$ cat config.mk
export PLATFORM = sky130hd
export DESIGN_NAME = axi_lite_regfile
export DESIGN_NICKNAME = d
export VERILOG_FILES = /design/src/rtl/axi_lite_regfile_pkg.sv /design/src/rtl/axi_lite_regfile_wr_join.sv /design/src/rtl/axi_lite_regfile.sv
export SDC_FILE = /design/constraint.sdc
export NUM_CORES = 1
export LEC_CHECK = 0
export ABC_CLOCK_PERIOD_IN_PS = 4350
export BUFFER_PORTS_ARGS = -buffer_cell sky130_fd_sc_hd__buf_2
export CAP_MARGIN = 20
export CORE_AREA = 2 2 458 460
export CTS_CLUSTER_SIZE = 10
export DETAILED_ROUTE_END_ITERATION = 12
export DIE_AREA = 0 0 460 462
export HOLD_SLACK_MARGIN = 0.15
export PLACE_DENSITY = 0.33
export SLEW_MARGIN = 30
export SYNTH_ARGS = -nofsm -noshare
export SYNTH_HDL_FRONTEND = slang
export SYNTH_SLANG_ARGS = --single-unit
$ cat constraint.sdc
create_clock -name clk_i -period 4.35 [get_ports clk_i]
set_input_delay 0.2175 -clock clk_i [delete_from_list [all_inputs] [get_ports clk_i]]
set_output_delay 0.2175 -clock clk_i [all_outputs]
set_load 0.1 [all_outputs]
$ cat src/rtl/axi_lite_regfile_pkg.sv
// axi_lite_regfile_pkg: shared enums, response codes and index-width helper for axi_lite_regfile
package axi_lite_regfile_pkg;
  typedef logic [1:0] resp_t;
  typedef enum logic {WR_IDLE, WR_RESP} wr_state_e;
  typedef enum logic {RD_IDLE, RD_RESP} rd_state_e;
  localparam resp_t RESP_OKAY   = 2'b00;
  localparam resp_t RESP_SLVERR = 2'b10;
  localparam resp_t RESP_DECERR = 2'b11;
  function automatic int idx_width(input int n);
    return n > 1 ? $clog2(n) : 1;
  endfunction
endpackage

$ cat src/rtl/axi_lite_regfile_wr_join.sv
// axi_lite_regfile_wr_join: holds AW and W independently and raises commit once both are available
module axi_lite_regfile_wr_join #(
  parameter int ADDR_WIDTH = 12,
  parameter int DATA_WIDTH = 32,
  parameter int STRB_WIDTH = DATA_WIDTH / 8
) (
  input  logic                  clk_i,
  input  logic                  rst_i,
  input  logic [ADDR_WIDTH-1:0] aw_addr_i,
  input  logic [2:0]            aw_prot_i,
  input  logic                  aw_valid_i,
  output logic                  aw_ready_o,
  input  logic [DATA_WIDTH-1:0] w_data_i,
  input  logic [STRB_WIDTH-1:0] w_strb_i,
  input  logic                  w_valid_i,
  output logic                  w_ready_o,
  input  logic                  busy_i,
  input  logic                  done_i,
  output logic [ADDR_WIDTH-1:0] addr_o,
  output logic [2:0]            prot_o,
  output logic [DATA_WIDTH-1:0] data_o,
  output logic [STRB_WIDTH-1:0] strb_o,
  output logic                  commit_o
);
  logic                  aw_held, w_held;
  logic [ADDR_WIDTH-1:0] addr_q;
  logic [2:0]            prot_q;
  logic [DATA_WIDTH-1:0] data_q;
  logic [STRB_WIDTH-1:0] strb_q;
  logic                  aw_hs, w_hs;
  assign aw_ready_o = !rst_i && !busy_i && !aw_held;
  assign w_ready_o  = !rst_i && !busy_i && !w_held;
  assign aw_hs      = aw_valid_i && aw_ready_o;
  assign w_hs       = w_valid_i && w_ready_o;
  assign commit_o   = !busy_i && (aw_held || aw_hs) && (w_held || w_hs);
  assign addr_o     = aw_held ? addr_q : aw_addr_i;
  assign prot_o     = aw_held ? prot_q : aw_prot_i;
  assign data_o     = w_held ? data_q : w_data_i;
  assign strb_o     = w_held ? strb_q : w_strb_i;
  always_ff @(posedge clk_i) begin
    if (rst_i || done_i) begin
      aw_held <= 1'b0;
      w_held  <= 1'b0;
    end else begin
      if (aw_hs) begin
        aw_held <= 1'b1;
        addr_q  <= aw_addr_i;
        prot_q  <= aw_prot_i;
      end
      if (w_hs) begin
        w_held <= 1'b1;
        data_q <= w_data_i;
        strb_q <= w_strb_i;
      end
    end
  end
endmodule

$ cat src/rtl/axi_lite_regfile.sv
// axi_lite_regfile: AXI4-Lite slave register file with RW/RO registers; define AXI_LITE_REGFILE_PROT_EN to reject unprivileged accesses
module axi_lite_regfile
  import axi_lite_regfile_pkg::*;
#(
  parameter int ADDR_WIDTH = 12,
  parameter int DATA_WIDTH = 32,
  parameter int NUM_REGS = 16,
  parameter logic [NUM_REGS-1:0] RO_MASK = '0,
  parameter logic [NUM_REGS*DATA_WIDTH-1:0] RST_VAL = '0,
  localparam int STRB_WIDTH = DATA_WIDTH / 8
) (
  input  logic                           clk_i,
  input  logic                           rst_i,
  input  logic [ADDR_WIDTH-1:0]          aw_addr_i,
  input  logic [2:0]                     aw_prot_i,
  input  logic                           aw_valid_i,
  output logic                           aw_ready_o,
  input  logic [DATA_WIDTH-1:0]          w_data_i,
  input  logic [STRB_WIDTH-1:0]          w_strb_i,
  input  logic                           w_valid_i,
  output logic                           w_ready_o,
  output logic [1:0]                     b_resp_o,
  output logic                           b_valid_o,
  input  logic                           b_ready_i,
  input  logic [ADDR_WIDTH-1:0]          ar_addr_i,
  input  logic [2:0]                     ar_prot_i,
  input  logic                           ar_valid_i,
  output logic                           ar_ready_o,
  output logic [DATA_WIDTH-1:0]          r_data_o,
  output logic [1:0]                     r_resp_o,
  output logic                           r_valid_o,
  input  logic                           r_ready_i,
  output logic [NUM_REGS*DATA_WIDTH-1:0] reg_q_o,
  output logic [NUM_REGS-1:0]            reg_wr_o,
  input  logic [NUM_REGS-1:0]            hw_we_i,
  input  logic [NUM_REGS*DATA_WIDTH-1:0] hw_d_i
);
  localparam int ALIGN = $clog2(STRB_WIDTH);
  localparam int IW = idx_width(NUM_REGS);
  localparam logic [ADDR_WIDTH:0] LIMIT = (ADDR_WIDTH+1)'(NUM_REGS * STRB_WIDTH);
  wr_state_e             wr_state;
  rd_state_e             rd_state;
  logic [DATA_WIDTH-1:0] regs [NUM_REGS];
  logic [ADDR_WIDTH-1:0] wr_addr;
  logic [2:0]            wr_prot;
  logic [DATA_WIDTH-1:0] wr_data, rd_data;
  logic [STRB_WIDTH-1:0] wr_strb;
  logic [IW-1:0]         wr_idx, rd_idx;
  logic                  commit, wr_ok, wr_oor, rd_oor, ar_hs, b_done;
  resp_t                 wr_resp, rd_resp;
  axi_lite_regfile_wr_join #(
    .ADDR_WIDTH(ADDR_WIDTH),
    .DATA_WIDTH(DATA_WIDTH),
    .STRB_WIDTH(STRB_WIDTH)
  ) u_join (
    .clk_i     (clk_i),
    .rst_i     (rst_i),
    .aw_addr_i (aw_addr_i),
    .aw_prot_i (aw_prot_i),
    .aw_valid_i(aw_valid_i),
    .aw_ready_o(aw_ready_o),
    .w_data_i  (w_data_i),
    .w_strb_i  (w_strb_i),
    .w_valid_i (w_valid_i),
    .w_ready_o (w_ready_o),
    .busy_i    (wr_state == WR_RESP),
    .done_i    (b_done),
    .addr_o    (wr_addr),
    .prot_o    (wr_prot),
    .data_o    (wr_data),
    .strb_o    (wr_strb),
    .commit_o  (commit)
  );
  assign b_valid_o  = !rst_i && wr_state == WR_RESP;
  assign r_valid_o  = !rst_i && rd_state == RD_RESP;
  assign ar_ready_o = !rst_i && rd_state == RD_IDLE;
  assign b_done     = b_valid_o && b_ready_i;
  assign ar_hs      = ar_valid_i && ar_ready_o;
  assign wr_idx     = wr_addr[ALIGN +: IW];
  assign rd_idx     = ar_addr_i[ALIGN +: IW];
  assign wr_oor     = {1'b0, wr_addr} >= LIMIT;
  assign rd_oor     = {1'b0, ar_addr_i} >= LIMIT;
  assign wr_ok      = commit && wr_resp == RESP_OKAY;
  always_comb begin
    wr_resp = wr_oor ? RESP_DECERR : RO_MASK[wr_idx] ? RESP_SLVERR : RESP_OKAY;
    rd_resp = rd_oor ? RESP_DECERR : RESP_OKAY;
`ifdef AXI_LITE_REGFILE_PROT_EN
    if (wr_resp == RESP_OKAY && !wr_prot[0]) wr_resp = RESP_SLVERR;
    if (rd_resp == RESP_OKAY && !ar_prot_i[0]) rd_resp = RESP_SLVERR;
`endif
    rd_data = rd_resp == RESP_OKAY ? regs[rd_idx] : '0;
  end
`ifdef AXI_LITE_REGFILE_PROT_EN
  logic unused_prot;
  assign unused_prot = ^{wr_prot[2:1], ar_prot_i[2:1]};
`else
  logic unused_prot;
  assign unused_prot = ^{wr_prot, ar_prot_i};
`endif
  always_ff @(posedge clk_i) begin
    if (rst_i) begin
      wr_state <= WR_IDLE;
      b_resp_o <= RESP_OKAY;
      reg_wr_o <= '0;
    end else begin
      reg_wr_o <= NUM_REGS'(wr_ok) << wr_idx;
      if (commit) begin
        wr_state <= WR_RESP;
        b_resp_o <= wr_resp;
      end else if (b_done) begin
        wr_state <= WR_IDLE;
      end
    end
  end
  always_ff @(posedge clk_i) begin
    if (rst_i) begin
      rd_state <= RD_IDLE;
      r_data_o <= '0;
      r_resp_o <= RESP_OKAY;
    end else if (ar_hs) begin
      rd_state <= RD_RESP;
      r_data_o <= rd_data;
      r_resp_o <= rd_resp;
    end else if (r_valid_o && r_ready_i) begin
      rd_state <= RD_IDLE;
    end
  end
  always_ff @(posedge clk_i) begin
    for (int i = 0; i < NUM_REGS; i++) begin
      if (rst_i) begin
        regs[i] <= RST_VAL[i*DATA_WIDTH +: DATA_WIDTH];
      end else if (RO_MASK[i] && hw_we_i[i]) begin
        regs[i] <= hw_d_i[i*DATA_WIDTH +: DATA_WIDTH];
      end else if (wr_ok && wr_idx == IW'(i)) begin
        for (int b = 0; b < STRB_WIDTH; b++)
          if (wr_strb[b]) regs[i][b*8 +: 8] <= wr_data[b*8 +: 8];
      end
    end
  end
  for (genvar i = 0; i < NUM_REGS; i++) begin : g_q
    assign reg_q_o[i*DATA_WIDTH +: DATA_WIDTH] = regs[i];
  end
endmodule
* Word level (Yosys, flattened, before mapping)
Memories as Yosys holds them, arrays and structs flattened. Index checks and enable logic that the tools add are counted.
Storage, ports and cells: flip-flop bits (word level) 104, bits in writable memories 512, ROM bits 16, bits of input ports 601, output and inout port bits 569, word-level logic and storage cells 416, memories kept 2
Memories:
- regs | depth 16, bits a word 32, read ports 17, clocked after memory_dff 0, write ports 16, line axi_lite_regfile.sv:43 | logic [DATA_WIDTH-1:0] regs [NUM_REGS];
- (name not given) | depth 16, bits a word 1, read ports 1, clocked after memory_dff 0, write ports 0, line axi_lite_regfile.sv:85 | wr_resp = wr_oor ? RESP_DECERR : RO_MASK[wr_idx] ? RESP_SLVERR : RESP_OKAY;
Cells by class: $lt $le $gt $ge 3, eq/ne operators 15, shifts and indexed selects 1, mux-type cells 274, bitwise gates (word level) 66, reduce and logical (&&, ||, !) cells 44
Operator list (count):
- 8-bit 2-to-1 mux | 64
- 1-bit 2-to-1 mux | 203
- 32-bit 2-to-1 mux | 2
- 1-bit OR | 64
- 4-bit equality test, second input constant | 8
- 1-bit logical AND | 30
- 12-bit by 7-bit greater-or-equal comparator with 1-bit output, second input constant | 2
- 4-bit by 3-bit equality test with 1-bit output, second input constant | 4
- 1-bit by 4-bit left shift with 16-bit output | 1
- 12-bit 2-to-1 mux | 1
- 4-bit by 2-bit equality test with 1-bit output, second input constant | 2
- 2-bit 2-to-1 mux | 3
- 4-bit by 5-bit less-than comparator with 1-bit output, second input constant | 1
- 4-bit by 1-bit equality test with 1-bit output, second input constant | 1
- 1-bit logical NOT | 4
- 2-bit logical NOT | 2
- 4-bit logical NOT | 1
- 4-bit 2-to-1 mux | 1
- 2-bit AND reduction | 2
- 2-bit nonzero test | 2
- 1-bit logical OR | 3
- 1-bit inverter | 2

* Longest topological paths before layout
word-level depth 13, gate-level depth with buffers 8, gate-level depth less buffers 4

* Modules after synthesis
Synthesis repeated with hierarchy kept, for this count alone.
Second synthesis, totals: cell total of the unflattened synthesis 1799, area total of the unflattened synthesis 26862.0 µm²
By module, submodules not included:
- axi_lite_regfile | times used 1, cells each 1675, area an instance 24562.3 µm², sequential area each 16415.7 µm²
- axi_lite_regfile_wr_join | times used 1, cells each 124, area an instance 2299.7 µm², sequential area each 1571.5 µm²

* Least setup slack after synthesis
No wires, ideal clock.
kind flip-flop to flip-flop, start reg u_join.w_held, end reg u_join.data_q[0], enable pin, setup time 0.396 ns, arrival 4.054 ns, data required time 3.954 ns, path slack -0.100 ns, cell stages (with the launch flop) 6, buffers on the path 3, period minus slack after synthesis 4.450 ns, path through dfxtp_1 > clkbuf_1 > buf_2 > buf_2 > nor3_1 > and2_1
Between the ends: cells in the longest elaborated chain, start to end 4
RTL lines:
- start, declared | line axi_lite_regfile_wr_join.sv:25 | logic aw_held, w_held;
- start signal, assigned | line axi_lite_regfile_wr_join.sv:43 | w_held <= 1'b0;
- start signal, assigned | line axi_lite_regfile_wr_join.sv:51 | w_held <= 1'b1;
- 1-bit logical NOT | line axi_lite_regfile_wr_join.sv:32 | assign w_ready_o = !rst_i && !busy_i && !w_held;
- 1-bit logical AND | line axi_lite_regfile_wr_join.sv:32
- net w_ready_o | line axi_lite_regfile.sv:21 | output logic w_ready_o,
- 1-bit logical AND | line axi_lite_regfile_wr_join.sv:34 | assign w_hs = w_valid_i && w_ready_o;
- 2-bit AND reduction (no line)
- end signal, assigned | line axi_lite_regfile_wr_join.sv:52 | data_q <= w_data_i;
- end, declared | line axi_lite_regfile_wr_join.sv:28 | logic [DATA_WIDTH-1:0] data_q;
The timed path passes the listed nets, and every way through them passes these cells. A chain may end at the register's enable or synchronous reset.

==> summary.md <==
| Metric | Value |
|---|---|
| First-pass GRT wire length | `200,000 um` |
| Worst Path Arrival | `3620 ps` |
| Status | `complete, no violations` |
| Clock buffer count from CTS | `81` |
| Post-synth top cells | `edfxtp_1 (558), nor3_1 (394), nor3_2 (133)` |
| PortBufs | `631` |
| Vias | `19,900` |
| Clock power share | `40.9%` |
| Pin count of the biggest net entering global routing | `71` |
| Worst path max stage delay | `890 ps` |
| Sequential cell area fraction in the yosys report | `64.6%` |
| Area of placed instances | `34,400 um2` |
| Main synth FF type | `edfxtp_1` |
| CP Data Required Time | `4660 ps` |
| Post-Synth Adder-Cell Area | `0%` |
| Seq pwr share | `41.9%` |
| Design Power | `16,200 uW` |
| Design Area, Final | `37,600 um2` |
| Leakage | `0.0133 uW` |
| Top Metal Used | `met5` |
| Number of distinct library cells after synthesis | `45` |
| Synth Area in Compound Gates | `3.72%` |
| Hold Path Class | `input port to register` |
| Hpwl dp | `112,000 um` |
| Syn_nets | `2,412` |
| Area grow syn2layout | `36.3%` |
| Die Wd | `460 um` |
| DR pass1 iterations | `5` |
| Post-synth top area share | `60.7%` |
| CTS root buffer | `clkbuf_16` |
| Mux share of post-synthesis cell area | `14.2%` |
| RePlAce Congestion | `0.775` |
| Final Critical Period | `3310 ps` |
| DR WL/cell | `29.1 um` |
| Total gr overflow | `0` |
| PD cells | `431 nW/um2` |
| Top cell family by delay on the critical path | `compound AO/OA/AOI/OAI gates` |
| DIE AREA | `213,000 um2` |
| Number of clock sinks | `612` |
| Synth warn | `0` |
| Routed WL | `154,000 um` |
| CP max stage cell | `dfxtp_1` |
| Number of remaining DRC errors | `0` |
| Met2 routed WL | `70,000 um` |
| Mapped Area | `27,600 um2` |
| Vias in the first global route | `20,704` |
| Synth area leaders | `edfxtp_1 (61%), mux4_2 (10%), nor3_1 (7.1%), nor3_2 (4.8%), dfxtp_1 (3.9%)` |
| Initial DRC count | `1,138` |
| Cts repair resizes | `0` |
| Max-slew headroom at the worst pin | `34.4%` |
| CTS tree | `done` |
| Xor-xnor portion of the synthesized cell area | `0%` |
| Critical path buffers and inverters | `1` |
| Metal-1 WL | `63,700 um` |
| CP Launch Type | `register` |
| CP Class | `register to register` |
| Final core occ | `18.1%` |
| Die Y | `462 um` |
| Global-route total usage across every layer | `14.1%` |
| FF+latch count, synth | `612` |
| Final Hold Fails | `0` |
| Critical path peak fanout | `20` |
| Clk_lat worst skew | `730 ps` |
| Final setup viols | `0` |
| Vias per std cell | `3.77` |
| Slew @ Worst Pin | `982 ps` |
| Crit-path cells | `and3_1 > o211ai_1 > buf_12 > o21bai_1` |
| Share of synthesized registers carrying an async set or reset | `0%` |
| Clock Skews | `46.1 ps` |
| Layout Nets | `3,088` |
| Peak VDD IR | `0.000261 V` |
| Starting Density | `13.3%` |
| CORE AREA | `208,000 um2` |
| Layout cell share with drive strength beyond 1 | `46.4%` |
| MaxCap Viol Count | `0` |
| Max-slew violation count | `0` |
| Synth Area in Simple Gates | `13.8%` |
| NetSw | `5380 uW` |
| Ports | `1,170` |
| Max frequency | `302 MHz` |
| CTS max path bufs | `3` |
| Mean Syn Cell Area | `15.2 um2` |
| Net Sw Frac | `33.2%` |
| Logic pwr share | `17.2%` |
| Routed Antenna Nets | `0` |
| H-tree levels | `3` |
| Num rows | `168` |
| Clock Pin Slew Worst Setup and Hold Paths | `60 ps` |
| Fillers | `22,796` |
| Unrepaired setup endpoints after global routing | `no` |
| Post-synth top area cell | `edfxtp_1` |
| Combinational family with the most area after synthesis | `multiplexers` |
| Setup_tns | `0 ps` |
| Met3 WL | `14,800 um` |
| Most common cell in the synthesized netlist | `edfxtp_1` |
| Cells after Synth | `1,811` |
| Crit share post-route | `76.1%` |
| Internal power | `10,800 uW` |
| CP Capture Type | `register` |
| Initial antenna violation count | `23` |
| Post-synth EDFFs | `558` |
## final timing paths
check,end,cells past startpoint,start,slack [ps]
min,r_data_o[19],3,ar_addr_i[3],240
max,regs[3][20],4,u_join.aw_held,1040
max reg2reg,regs[3][20],4,u_join.aw_held,1040
min reg2reg,r_data_o[13],1,r_data_o[13],480
## cell type report
| cell class | instances | area, um2 | share of cell area, % |
|---|---|---|---|
| Sequential cell | 612 | 17800 | 47.4 |
| Inverter | 3 | 11.3 | 0.0299 |
| Clock buffer | 121 | 2280 | 6.05 |
| Timing Repair Buffer | 803 | 4810 | 12.8 |
| Antenna cell | 11 | 27.5 | 0.0732 |
| Clock inverter | 23 | 248 | 0.659 |
| Tap cell | 2720 | 3400 | 9.05 |
| Multi-Input combinational cell | 986 | 9000 | 23.9 |
## worst min-delay path, stage by stage
cell     delay (ps)
buf_6           200
mux2_2          330
a221o_1         130
## repair_timing
item,4_1_cts,5_1_grt
hold endpoints to repair,452,0
buffers inserted,0,0
hold buffers,64,0
## metal layers
layer	global-route usage, %	up-vias
met4	4.63	10
met1	17.1	10359
li1	-	8545
met2	22.4	811
met5	0	-
met3	5.89	175
## power groups by stage
stage / sequential (uW) / clock, uW / combinational, uW
finish: 6790 / 6630 / 2800
floorplan: 8060 / 0 / 705
global route: 6810 / 7070 / 2910
detailed placement: 6920 / 0 / 2790
global placement: 6920 / 0 / 2780
CTS: 6800 / 6870 / 2860
## cells by family (layout without fill, tap and decap cells)
logic type      count (synthesis)  count (layout)
compound gates                123             123
simple gates                  635             635
flops                         612             612
mux                           228             228
other cells                     0              11
buf+inv                       213             950
## placed cells by master, fill, tap and decap left out, types with 3 or more instances in the layout
| cell type | n |
|---|---|
| o211a_1 | 4 |
| a221o_1 | 32 |
| diode_2 | 11 |
| mux2i_1 | 41 |
| dfxtp_1 | 53 |
| clkbuf_8 | 11 |
| a21o_1 | 48 |
| mux2_2 | 32 |
| mux2i_2 | 18 |
| dlygate4sd3_1 | 64 |
| o211ai_1 | 4 |
| or2b_1 | 4 |
| mux4_2 | 128 |
| buf_12 | 10 |
| nand2b_1 | 6 |
| mux2i_4 | 9 |
| o21bai_1 | 14 |
| nor3_2 | 134 |
| nor2_1 | 61 |
| clkinv_16 | 3 |
| buf_4 | 96 |
| clkinv_1 | 9 |
| inv_6 | 3 |
| o22ai_1 | 3 |
| clkbuf_16 | 81 |
| nand2_1 | 18 |
| edfxtp_1 | 558 |
| clkbuf_1 | 30 |
| nor3_1 | 393 |
| nor2b_1 | 6 |
| buf_2 | 627 |
| inv_1 | 3 |
## sequential cells by signal (all words and copies together) (netlist names)
| register | cells |
|---|---|
| b_resp_o | 1 |
| r_data_o | 32 |
| r_resp_o | 1 |
| rd_state | 1 |
| reg_wr_o | 16 |
| regs | 512 |
| u_join.addr_q | 10 |
| u_join.aw_held | 1 |
| u_join.data_q | 32 |
| u_join.strb_q | 4 |
| u_join.w_held | 1 |
| wr_state | 1 |
## stage by stage
stage          cells  hold slack (ps)  setup WS [ps]
6_report        5279              245           1040
4_1_cts         5268              157            860
5_1_grt         5272              195            764
2_1_floorplan   1811              316            744
3_5_place_dp    5060              411            944
3_3_place_gp    5057              415            871
Note: power is estimated with default switching activity, not from simulation.
